===== config.mk =====
export PLATFORM = sky130hd
export DESIGN_NAME = devil_snoop_engine
export DESIGN_NICKNAME = d
export VERILOG_FILES = /design/src/rtl/devil_snoop_engine_pkg.sv /design/src/rtl/devil_snoop_engine_win_match.sv /design/src/rtl/devil_snoop_engine.sv
export SDC_FILE = /design/constraint.sdc
export NUM_CORES = 1
export LEC_CHECK = 0
export CORE_AREA = 2 2 488 490
export CTS_BUF_LIST = sky130_fd_sc_hd__clkbuf_8
export CTS_CLUSTER_DIAMETER = 100
export DETAILED_ROUTE_END_ITERATION = 16
export DIE_AREA = 0 0 490 492
export MAX_ROUTING_LAYER = met4
export PLACE_DENSITY_LB_ADDON = 0.2
export SLEW_MARGIN = 40
export SYNTH_ARGS = -nofsm -noshare
export SYNTH_HDL_FRONTEND = slang
export SYNTH_HIERARCHICAL = 1
export SYNTH_SLANG_ARGS = --single-unit

===== constraint.sdc =====
create_clock -name ace_aclk -period 8.13 [get_ports ace_aclk]
set_input_delay 1.2195 -clock ace_aclk [delete_from_list [all_inputs] [get_ports ace_aclk]]
set_output_delay 1.2195 -clock ace_aclk [all_outputs]
set_load 0.05 [all_outputs]

===== src/rtl/devil_snoop_engine_pkg.sv =====
// Shared types and constants for the devil snoop-channel responder.
// Holds the FSM state encoding, window modes, CRRESP bit positions and ACSNOOP codes.
package devil_snoop_engine_pkg;

  typedef enum logic [2:0] {
    ST_IDLE  = 3'd0,
    ST_MATCH = 3'd1,
    ST_DELAY = 3'd2,
    ST_CR    = 3'd3,
    ST_CD    = 3'd4
  } state_e;

  typedef enum logic {
    WIN_OSH = 1'b0,
    WIN_CON = 1'b1
  } win_mode_e;

  localparam int CRRESP_DT = 0;
  localparam int CRRESP_ERR = 1;
  localparam int CRRESP_PASS_DIRTY = 2;
  localparam int CRRESP_IS_SHARED = 3;
  localparam int CRRESP_WAS_UNIQUE = 4;

  localparam logic [3:0] ACSNOOP_READ_ONCE        = 4'b0000;
  localparam logic [3:0] ACSNOOP_READ_SHARED      = 4'b0001;
  localparam logic [3:0] ACSNOOP_READ_CLEAN       = 4'b0010;
  localparam logic [3:0] ACSNOOP_READ_NSD         = 4'b0011;
  localparam logic [3:0] ACSNOOP_READ_UNIQUE      = 4'b0111;
  localparam logic [3:0] ACSNOOP_CLEAN_SHARED     = 4'b1000;
  localparam logic [3:0] ACSNOOP_CLEAN_INVALID    = 4'b1001;
  localparam logic [3:0] ACSNOOP_MAKE_INVALID     = 4'b1101;
  localparam logic [3:0] ACSNOOP_DVM_COMPLETE     = 4'b1110;
  localparam logic [3:0] ACSNOOP_DVM_MESSAGE      = 4'b1111;

endpackage


===== src/rtl/devil_snoop_engine_win_match.sv =====
// One snoop match window: snoop/address filter, one-shot arm/done flags and a saturating hit counter.
// The match output is combinational; state only changes when the top commits this window as winner.
module devil_snoop_engine_win_match
  import devil_snoop_engine_pkg::*;
#(
  parameter int ADDR_W = 44,
  parameter int CNT_W  = 16
) (
  input  logic              clk,
  input  logic              rst_ni,
  input  logic              glb_en_i,
  input  logic              win_en_i,
  input  logic              arm_i,
  input  logic              mode_i,
  input  logic              acflt_i,
  input  logic              addrflt_i,
  input  logic [3:0]        cfg_snoop_i,
  input  logic [ADDR_W-1:0] base_i,
  input  logic [ADDR_W-1:0] size_i,
  input  logic [ADDR_W-1:0] ac_addr_i,
  input  logic [3:0]        ac_snoop_i,
  input  logic              commit_i,
  output logic              match_o,
  output logic [CNT_W-1:0]  cnt_o,
  output logic              done_o
);

  logic             armed_q, armed_d;
  logic             done_q, done_d;
  logic [CNT_W-1:0] cnt_q, cnt_d;
  logic [ADDR_W:0]  addr_x, lo_x, hi_x;
  logic             snoop_ok, addr_ok;

  // One extra bit so base+size never wraps; size=0 yields an empty range.
  assign addr_x   = {1'b0, ac_addr_i};
  assign lo_x     = {1'b0, base_i};
  assign hi_x     = {1'b0, base_i} + {1'b0, size_i};
  assign snoop_ok = !acflt_i || (ac_snoop_i == cfg_snoop_i);
  assign addr_ok  = !addrflt_i || ((addr_x >= lo_x) && (addr_x < hi_x));
  assign match_o  = glb_en_i && win_en_i && armed_q && snoop_ok && addr_ok;

  always_comb begin
    armed_d = armed_q;
    done_d  = done_q;
    cnt_d   = cnt_q;
    if (commit_i) begin
      if (cnt_q != '1) cnt_d = cnt_q + 1'b1;
      if (win_mode_e'(mode_i) == WIN_OSH) begin
        armed_d = 1'b0;
        done_d  = 1'b1;
      end
    end
    // A re-arm landing on the same edge as a hit takes precedence.
    if (arm_i) begin
      armed_d = 1'b1;
      done_d  = 1'b0;
    end
  end

  always_ff @(posedge clk) begin
    if (!rst_ni) begin
      armed_q <= 1'b1;
      done_q  <= 1'b0;
      cnt_q   <= '0;
    end else begin
      armed_q <= armed_d;
      done_q  <= done_d;
      cnt_q   <= cnt_d;
    end
  end

  assign cnt_o  = cnt_q;
  assign done_o = done_q;

endmodule


===== src/rtl/devil_snoop_engine.sv =====
// ACE snoop-channel responder with N match windows: accepts AC, answers CR after a per-window delay,
// and optionally streams a tamper line on CD. Lowest-index matching window wins.
module devil_snoop_engine
  import devil_snoop_engine_pkg::*;
#(
  parameter int N_WIN      = 4,
  parameter int ADDR_W     = 44,
  parameter int CD_W       = 128,
  parameter int LINE_BYTES = 64,
  parameter int DELAY_W    = 16,
  parameter int CNT_W      = 16
) (
  input  logic                      ace_aclk,
  input  logic                      ace_aresetn,
  input  logic                      acvalid,
  output logic                      acready,
  input  logic [ADDR_W-1:0]         acaddr,
  input  logic [3:0]                acsnoop,
  output logic                      crvalid,
  input  logic                      crready,
  output logic [4:0]                crresp,
  output logic                      cdvalid,
  input  logic                      cdready,
  output logic [CD_W-1:0]           cddata,
  output logic                      cdlast,
  input  logic                      cfg_en,
  input  logic [N_WIN-1:0]          cfg_win_en,
  input  logic [N_WIN-1:0]          cfg_win_arm,
  input  logic [N_WIN-1:0]          cfg_win_mode,
  input  logic [N_WIN-1:0]          cfg_win_acflt,
  input  logic [N_WIN-1:0]          cfg_win_addrflt,
  input  logic [N_WIN*4-1:0]        cfg_win_acsnoop,
  input  logic [N_WIN*ADDR_W-1:0]   cfg_win_base,
  input  logic [N_WIN*ADDR_W-1:0]   cfg_win_size,
  input  logic [N_WIN*DELAY_W-1:0]  cfg_win_delay,
  input  logic [N_WIN*5-1:0]        cfg_win_crresp,
  input  logic [LINE_BYTES*8-1:0]   cfg_cd_line,
  output logic [N_WIN-1:0]          sts_hit,
  output logic [N_WIN*CNT_W-1:0]    sts_hit_cnt,
  output logic [N_WIN-1:0]          sts_osh_done,
  output logic                      sts_busy
);

  localparam int CD_BEATS = LINE_BYTES * 8 / CD_W;
  localparam int BEAT_W   = (CD_BEATS > 1) ? $clog2(CD_BEATS) : 1;
  localparam logic [BEAT_W-1:0] LAST_BEAT = BEAT_W'(CD_BEATS - 1);

  state_e             state_q, state_d;
  logic [ADDR_W-1:0]  addr_q, addr_d;
  logic [3:0]         snoop_q, snoop_d;
  logic [DELAY_W-1:0] dly_q, dly_d;
  logic [4:0]         crresp_q, crresp_d;
  logic [BEAT_W-1:0]  beat_q, beat_d;
  logic [N_WIN-1:0]   hit_q, hit_d;

  logic [N_WIN-1:0]   win_match, win_sel, win_commit;
  logic [DELAY_W-1:0] sel_delay;
  logic [4:0]         sel_crresp;
  logic [CD_W-1:0]    cd_beat [CD_BEATS];

  // Windows only see a commit during MATCH, so counters/arm flags move once per snoop.
  assign win_commit = (state_q == ST_MATCH) ? win_sel : '0;

  generate
    for (genvar gi = 0; gi < N_WIN; gi++) begin : g_win
      devil_snoop_engine_win_match #(
        .ADDR_W (ADDR_W),
        .CNT_W  (CNT_W)
      ) u_win (
        .clk         (ace_aclk),
        .rst_ni      (ace_aresetn),
        .glb_en_i    (cfg_en),
        .win_en_i    (cfg_win_en[gi]),
        .arm_i       (cfg_win_arm[gi]),
        .mode_i      (cfg_win_mode[gi]),
        .acflt_i     (cfg_win_acflt[gi]),
        .addrflt_i   (cfg_win_addrflt[gi]),
        .cfg_snoop_i (cfg_win_acsnoop[gi*4 +: 4]),
        .base_i      (cfg_win_base[gi*ADDR_W +: ADDR_W]),
        .size_i      (cfg_win_size[gi*ADDR_W +: ADDR_W]),
        .ac_addr_i   (addr_q),
        .ac_snoop_i  (snoop_q),
        .commit_i    (win_commit[gi]),
        .match_o     (win_match[gi]),
        .cnt_o       (sts_hit_cnt[gi*CNT_W +: CNT_W]),
        .done_o      (sts_osh_done[gi])
      );
    end
    for (genvar gi = 0; gi < CD_BEATS; gi++) begin : g_beat
      assign cd_beat[gi] = cfg_cd_line[gi*CD_W +: CD_W];
    end
  endgenerate

  // Walk from the top down so the lowest matching index is the last writer.
  always_comb begin
    win_sel    = '0;
    sel_delay  = '0;
    sel_crresp = '0;
    for (int i = N_WIN - 1; i >= 0; i--) begin
      if (win_match[i]) begin
        win_sel    = N_WIN'(1) << i;
        sel_delay  = cfg_win_delay[i*DELAY_W +: DELAY_W];
        sel_crresp = cfg_win_crresp[i*5 +: 5];
      end
    end
  end

  always_comb begin
    state_d  = state_q;
    addr_d   = addr_q;
    snoop_d  = snoop_q;
    dly_d    = dly_q;
    crresp_d = crresp_q;
    beat_d   = beat_q;
    hit_d    = '0;
    unique case (state_q)
      ST_IDLE: begin
        if (acvalid && acready) begin
          addr_d  = acaddr;
          snoop_d = acsnoop;
          state_d = ST_MATCH;
        end
      end
      ST_MATCH: begin
        hit_d    = win_sel;
        crresp_d = sel_crresp;
        if (sel_delay == '0) begin
          state_d = ST_CR;
        end else begin
          dly_d   = sel_delay - 1'b1;
          state_d = ST_DELAY;
        end
      end
      ST_DELAY: begin
        if (dly_q == '0) state_d = ST_CR;
        else             dly_d   = dly_q - 1'b1;
      end
      ST_CR: begin
        if (crready) begin
          if (crresp_q[CRRESP_DT]) begin
            beat_d  = '0;
            state_d = ST_CD;
          end else begin
            state_d = ST_IDLE;
          end
        end
      end
      ST_CD: begin
        if (cdready) begin
          if (beat_q == LAST_BEAT) state_d = ST_IDLE;
          else                     beat_d  = beat_q + 1'b1;
        end
      end
      default: state_d = ST_IDLE;
    endcase
  end

  always_ff @(posedge ace_aclk) begin
    if (!ace_aresetn) begin
      state_q  <= ST_IDLE;
      addr_q   <= '0;
      snoop_q  <= '0;
      dly_q    <= '0;
      crresp_q <= '0;
      beat_q   <= '0;
      hit_q    <= '0;
    end else begin
      state_q  <= state_d;
      addr_q   <= addr_d;
      snoop_q  <= snoop_d;
      dly_q    <= dly_d;
      crresp_q <= crresp_d;
      beat_q   <= beat_d;
      hit_q    <= hit_d;
    end
  end

  assign acready  = (state_q == ST_IDLE) && ace_aresetn;
  assign crvalid  = (state_q == ST_CR);
  assign crresp   = crvalid ? crresp_q : 5'b0;
  assign cdvalid  = (state_q == ST_CD);
  assign cdlast   = cdvalid && (beat_q == LAST_BEAT);
  assign cddata   = cdvalid ? cd_beat[beat_q] : '0;
  assign sts_hit  = hit_q;
  assign sts_busy = (state_q != ST_IDLE);

endmodule


==> Word level (Yosys, flattened, before mapping) <==
Cells that the tools add are included.
{ "word_totals": {"inputBits": 1038, "regBits": 150} }
{ "op_classes": {"magnitude_cmp": 9, "bitwise": 6, "n_eq_ne": 22, "n_addsub": 11, "mux": 34, "reduce_logical": 61} }
{ "op_table": {"columns": ["cell", "count"], "rows": [
  ["$mux 128", 3],
  ["$bmux 128 s2", 1],
  ["$add 44x44->45", 4],
  ["$lt 44x45->1", 4],
  ["$ge 44x44->1", 4],
  ["$mux 16", 6],
  ["$add 16x1->16 const B", 4],
  ["$ne 16x16->1 const B", 4],
  ["$logic_not 16->1", 2],
  ["$pmux 16 s2", 1],
  ["$sub 16x1->16 const B", 2],
  ["$mux 5", 5],
  ["$logic_and 1x1->1", 23],
  ["$mux 4", 5],
  ["$mux 3", 6],
  ["$reduce_and 2->1", 9],
  ["$eq 4x4->1", 4],
  ["$pmux 3 s5", 1],
  ["$ne 2x2->1 const B", 5],
  ["$reduce_and 5->1", 2],
  ["$logic_not 1->1", 8],
  ["$logic_or 1x1->1", 8],
  ["$mux 2", 4],
  ["$ne 2x1->1 const B", 4],
  ["15 further kinds", 24]
]} }

==> Depth between registers and ports, before layout <==
Gate-level depths: netlist of the first run.
{ "logic_depth": {"word_depth": 12, "depth_mapped": 33} }

==> Cells and area by module <==
The synthesis of the first run kept the hierarchy.
{ "modules_own_cells": {"columns": ["module", "cells_each", "n_inst", "seq_area_each_um2", "area_each_um2"], "rows": [
  ["devil_snoop_engine_win_match (g_win[1].u_win ...)", 664, 2, 360.3, 5178.7],
  ["devil_snoop_engine", 871, 1, 1561.5, 8054.0],
  ["devil_snoop_engine_win_match (g_win[3].u_win)", 681, 1, 360.3, 5203.7],
  ["devil_snoop_engine_win_match (g_win[0].u_win)", 698, 1, 360.3, 5191.2]
]} }

==> Worst setup path before layout of the first run <==
OpenSTA, ideal clock, no wires.
{ "synth_timing": {"kind": "input to register", "from": "in cfg_win_base[44]", "to": "reg g_win[3].u_win.cnt_q[13]", "setup_time_ps": 115, "cell_stages": 30, "t_required_ps": 8015, "setup_slack_ps": 970, "path_buffers": 3, "t_arrival_ps": 7045, "cell_sequence": "ha_1 > inv_1 > fa_1 > nor2b_1 > o31ai_1 > o21ai_0 > nand3_1 > a311oi_1 > a211oi_1 > o21ai_0 > xnor2_1 > ha_1 > nand4_1 > or3_1 > a2111oi_0 > o221ai_1 > a41oi_1 > nor3b_1 > buf_2 > clkbuf_1 > buf_1 > nor3_1 > and2_1 > inv_1 > a41oi_2 > nand4_1 > nor3_1 > nand4_1 > xnor2_1 > and2_1"} }
{ "synth_between": {"elab_chain_cells": 9, "elab_cells_between_ends": 10, "cone_classes": "add/sub (1); order compare (2); mux (3); reduce/logical (4)"} }
{ "synth_lines": {"columns": ["element", "line", "source"], "rows": [
  ["from (decl)", "devil_snoop_engine.sv:33", "input logic [N_WIN*ADDR_W-1:0] cfg_win_base,"],
  ["$add 44x44->45", "devil_snoop_engine_win_match.sv:37", "assign hi_x = {1'b0, base_i} + {1'b0, size_i};"],
  ["$lt 44x45->1", "devil_snoop_engine_win_match.sv:39", "assign addr_ok = !addrflt_i || ((addr_x >= lo_x) && (addr_x < hi_x));"],
  ["$logic_and 1x1->1 (*)", "devil_snoop_engine_win_match.sv:39", null],
  ["$logic_or 1x1->1 (*)", "devil_snoop_engine_win_match.sv:39", null],
  ["$logic_and 1x1->1 (*)", "devil_snoop_engine_win_match.sv:40", "assign match_o = glb_en_i && win_en_i && armed_q && snoop_ok && addr_ok;"],
  ["net win_match[1]", "devil_snoop_engine.sv:56", "logic [N_WIN-1:0] win_match, win_sel, win_commit;"],
  ["$mux 4 (*) (2 in a row)", "devil_snoop_engine.sv:100", "if (win_match[i]) begin"],
  ["$mux 4 (*)", null, null],
  ["$reduce_and 2->1 (no line) (*)", null, null],
  ["to (signal assigned)", "devil_snoop_engine_win_match.sv:68", "cnt_q <= cnt_d;"],
  ["to (decl)", "devil_snoop_engine_win_match.sv:30", "logic [CNT_W-1:0] cnt_q, cnt_d;"]
]} }
Mark *: on every way through the listed nets, which the timed path passes. The rest lies on a longest branch.
A chain may end at the register's enable or synchronous reset.

==> Worst setup path in the final report of the first run <==
{ "layout_timing": {"from": "in cfg_win_base[132]", "to": "reg dly_q[15]"} }
{ "layout_between": {"elab_chain_cells": 12, "elab_cells_between_ends": 16, "cone_classes": "add/sub (2); order compare (2); eq/ne (1); mux (6); reduce/logical (5)"} }
{ "layout_lines": {"columns": ["element", "line", "source"], "rows": [
  ["$add 44x44->45", "devil_snoop_engine_win_match.sv:37", null],
  ["$lt 44x45->1", "devil_snoop_engine_win_match.sv:39", null],
  ["$logic_and 1x1->1 (*)", "devil_snoop_engine_win_match.sv:39", null],
  ["$logic_or 1x1->1 (*)", "devil_snoop_engine_win_match.sv:39", null],
  ["$logic_and 1x1->1 (*)", "devil_snoop_engine_win_match.sv:40", null],
  ["net win_match[3]", "devil_snoop_engine.sv:56", null],
  ["$mux 16 (*) (4 in a row)", "devil_snoop_engine.sv:100", null],
  ["$sub 16x1->16 / $logic_not 16->1 (equally long branches)", "devil_snoop_engine.sv:130, devil_snoop_engine.sv:127", null],
  ["$mux 16 / $ne 2x2->1 (equally long branches)", null, null],
  ["$pmux 16 s2 / $reduce_and 3->1 (equally long branches)", null, null],
  ["to (signal assigned)", "devil_snoop_engine.sv:171", "dly_q <= dly_d;"],
  ["to (decl)", "devil_snoop_engine.sv:51", "logic [DELAY_W-1:0] dly_q, dly_d;"]
]} }
Mark *: on every way through the listed nets, which the timed path passes. The rest lies on a longest branch. The select of a mux whose other input is x is not followed.

==> metrics.cfg, run 1 <==
[timing]
finalClockSkew_ns = 0.0436
slew_headroom_pct = 34.8
min_period_over_period_pct = 94.6
clock.fmax_mhz = 130
layout_min_cycle_time_ns = 7.69
worstMarginPinSlew_ns = 0.978
rsz0062_at_grt = false
hold_violations = 0
setup_tns_ns = 0
setup_viol = 0
final_max_slew_viol_count = 0

[worst_setup_path]
crit_type = in -> reg
end_kind = register
cpPeakStageDelay_ns = 0.53
cp.required_ns = 8.60
cp_max_fo = 6
crit_slowest_cell = or4_1
critPathMostFrequentCell = buf_4
crit_arrival_ns = 8.16
worstSetupStartpointType = input pin
r2r_cells = 19

[die]
ios = 1248
fp.coreArea_sq_um = 236000
rows = 179
die-height_um = 492
dieArea_sq_um = 241000
initial_core_util_pct = 12.2
chipWidth_um = 490

[synth]
synthTopCellsByArea = ha_1 (23%), dfxtp_1 (10%), mux4_2 (10%), a21oi_1 (5.4%), a21o_1 (4.8%)
synth_ff_type = dfxtp_1
ys_warn_count = 6
synth_edf_count = 0
netlist_instances = 3578
synth_area_sq_um = 28800
synth_seq_cells = 150
synthDistinctLibCells = 97
synth_top_area_cell = ha_1
yosysSeqAreaShare_pct = 10.4
postSynthAreaPerCell_sq_um = 8.05
synth.top_cell.area_share_pct = 23.0
syn_nets = 5150
async_reset_ff_share_pct = 0

[run_status]
outcome = complete, no violations

[worst_hold_path]
hp-class = reg -> reg
hold_depth = 1

[grt]
antenna_found_initial = 206
grt_max_degree = 103
grt_util_all_layers_pct = 20.7
grt_pass1_vias = 35000
grt_pass1_wl_um = 329000
overflow = 0

[power]
power.density_nw_per_um2 = 119
cellLeakagePower_nw = 20.0
peakVddDrop_v = 0.000136
power_w = 0.00563

[cts]
clk-insertion-delay-late_ns = 0.60
cts_buffers = 17
cts_tree = built
holdBufCountCts = 0
cts_root_buf = clkbuf_8
clk_pin_slew_ns = 0.13
htree_levels = 4
cts.path.max_buffers = 2
cts.sinks = 150

[route]
initialDrtViolationCount = 2053
routed_wire_length_per_instance_um = 30.5
routed_wl_um = 252000
vias_per_cell = 4.19
dr.pass1.iters = 6
antenna_left = 0
dr_total_vias = 34700
drc = 0

[flow_run]
maxCapViolCount = 0

[placement]
gp_congestion = 1.10
portBuffers = 1247
dp_hpwl_um = 225000

[finish]
final_common_cell = clkdlybuf4s50_1
drive_above_1_share_pct = 9.89
syn_to_final_growth_pct = 64.5
final_cell_mix = clkdlybuf4s50_1 (1,236), ha_1 (530), a21oi_1 (307)
finalNetCount = 6511

## final timing paths
check | startpoint | to | slack, ns
max | cfg_win_base[132] | dly_q[15]$_SDFFE_PN0P_ | 0.44
min | g_win[3].u_win/armed_q$_SDFFE_PP1P_ | g_win[3].u_win/armed_q$_SDFFE_PP1P_ | 0.50
max reg2reg | addr_q[30]$_SDFFE_PN0P_ | dly_q[15]$_SDFFE_PN0P_ | 2.39
min reg2reg | g_win[3].u_win/armed_q$_SDFFE_PP1P_ | g_win[3].u_win/armed_q$_SDFFE_PP1P_ | 0.50
## metrics by stage
stage / hold WS, ns / worst slack, ns / std cells / instance area (sq um) / utilization [%]
floorplan: 0.435 / 0.970 / 3578 / 28800 / -
global placement: 0.465 / -1.18 / 8084 / 46500 / 19.7
detailed placement: 0.471 / -0.526 / 8086 / 46500 / 19.7
CTS: 0.509 / 0.0286 / 8118 / 46900 / 19.8
global route: 0.526 / 0.0204 / 8254 / 47400 / 20.0
finish: 0.504 / 0.438 / 8265 / 47400 / 20.1
## critical path: cells and delay by family
| family | cells | cell delay (ns) |
|---|---|---|
| XOR/XNOR | 1 | 0.09 |
| AND/OR/NAND/NOR | 5 | 1.04 |
| adder cells (fa/ha/maj) | 3 | 0.86 |
| AO/OA/AOI/OAI | 18 | 3.70 |
| buffers and inverters | 6 | 1.20 |
## cells by family (layout without fill, tap and decap cells)
| kind of cell | after synthesis | count (layout) | share of synthesized area (%) |
|---|---|---|---|
| AND/OR/NAND/NOR | 1102 | 1102 | 19.7 |
| AO/OA/AOI/OAI | 1038 | 1038 | 23.9 |
| adder cells (fa/ha/maj) | 534 | 534 | 23.3 |
| buffers and inverters | 383 | 1757 | 5.23 |
| XOR/XNOR | 233 | 233 | 7.08 |
| flip-flops | 150 | 150 | 10.4 |
| multiplexers | 138 | 138 | 10.4 |
| other | 0 | 146 | 0 |
## metal layers
layer	part of all wire [%]	vias up	global-route usage, %
met3	5.9	430	5.07
li1	-	16400	-
met2	54	1308	38.6
met1	34	16600	19.1
met5	0	-	-
met4	6.6	0	12.1
## synth_stat cells (10+ instances only)
library cell / n
a211o_1: 20
a211oi_1: 43
a21o_1: 183
a21oi_1: 310
a221o_1: 12
a31oi_1: 36
and2_1: 54
and3_1: 158
and4_1: 12
buf_1: 20
buf_2: 13
clkbuf_1: 88
dfxtp_1: 150
ha_1: 530
inv_1: 251
mux2i_1: 10
mux4_2: 128
nand2_1: 294
nand2b_1: 23
nand3_1: 78
nand3b_1: 18
nand4_1: 114
nor2_1: 183
nor2b_1: 47
nor3_1: 45
nor4_1: 23
o211ai_1: 31
o21a_1: 34
o21ai_0: 184
o21bai_1: 26
o221ai_1: 10
o31ai_1: 13
or3_1: 13
xnor2_1: 133
xor2_1: 100
## power breakdown
group          leakage, nW  total [W]  internal [W]  switching [W]
combinational         18.6    0.00387       0.00179        0.00208
clock                0.201   0.000743      0.000258       0.000485
sequential            1.22    0.00101      0.000818       0.000195
total                 20.0    0.00563       0.00287        0.00276
## state kept, by name (all words and copies together), names as in the netlist
signal               flops
addr_q                  44
beat_q                   2
crresp_q                 5
dly_q                   16
g_win.u_win/armed_q      4
g_win.u_win/cnt_o       64
g_win.u_win/done_o       4
snoop_q                  4
state_q                  3
sts_hit                  4
## area by class of cell
| type | instances | area [sq um] |
|---|---|---|
| Clock inverter | 15 | 163 |
| Timing Repair Buffer | 1473 | 14200 |
| Clock buffer | 17 | 234 |
| Fill cell | 26500 | 189000 |
| Inverter | 252 | 946 |
| Multi-Input combinational cell | 3045 | 24500 |
| Antenna cell | 146 | 365 |
| Sequential cell | 150 | 3010 |
| Tap cell | 3167 | 3960 |
## repair_timing
action                     CTS  global route
setup endpoints to repair    0            45
setup buffers                0             0
gates resized for setup      0            22
Power figures use the tool's default switching activity.
==> inputs of run 2 (changes only) <==
--- a/config.mk
+++ b/config.mk
@@ -12,6 +12,7 @@
 export DIE_AREA = 0 0 490 492
 export MAX_ROUTING_LAYER = met4
 export PLACE_DENSITY_LB_ADDON = 0.2
+export SETUP_SLACK_MARGIN = 0.02
 export SLEW_MARGIN = 40
 export SYNTH_ARGS = -nofsm -noshare
 export SYNTH_HDL_FRONTEND = slang
==> results of run 2 <==
Same layout as run 1: the final DEF is identical, and so are final timing and power.
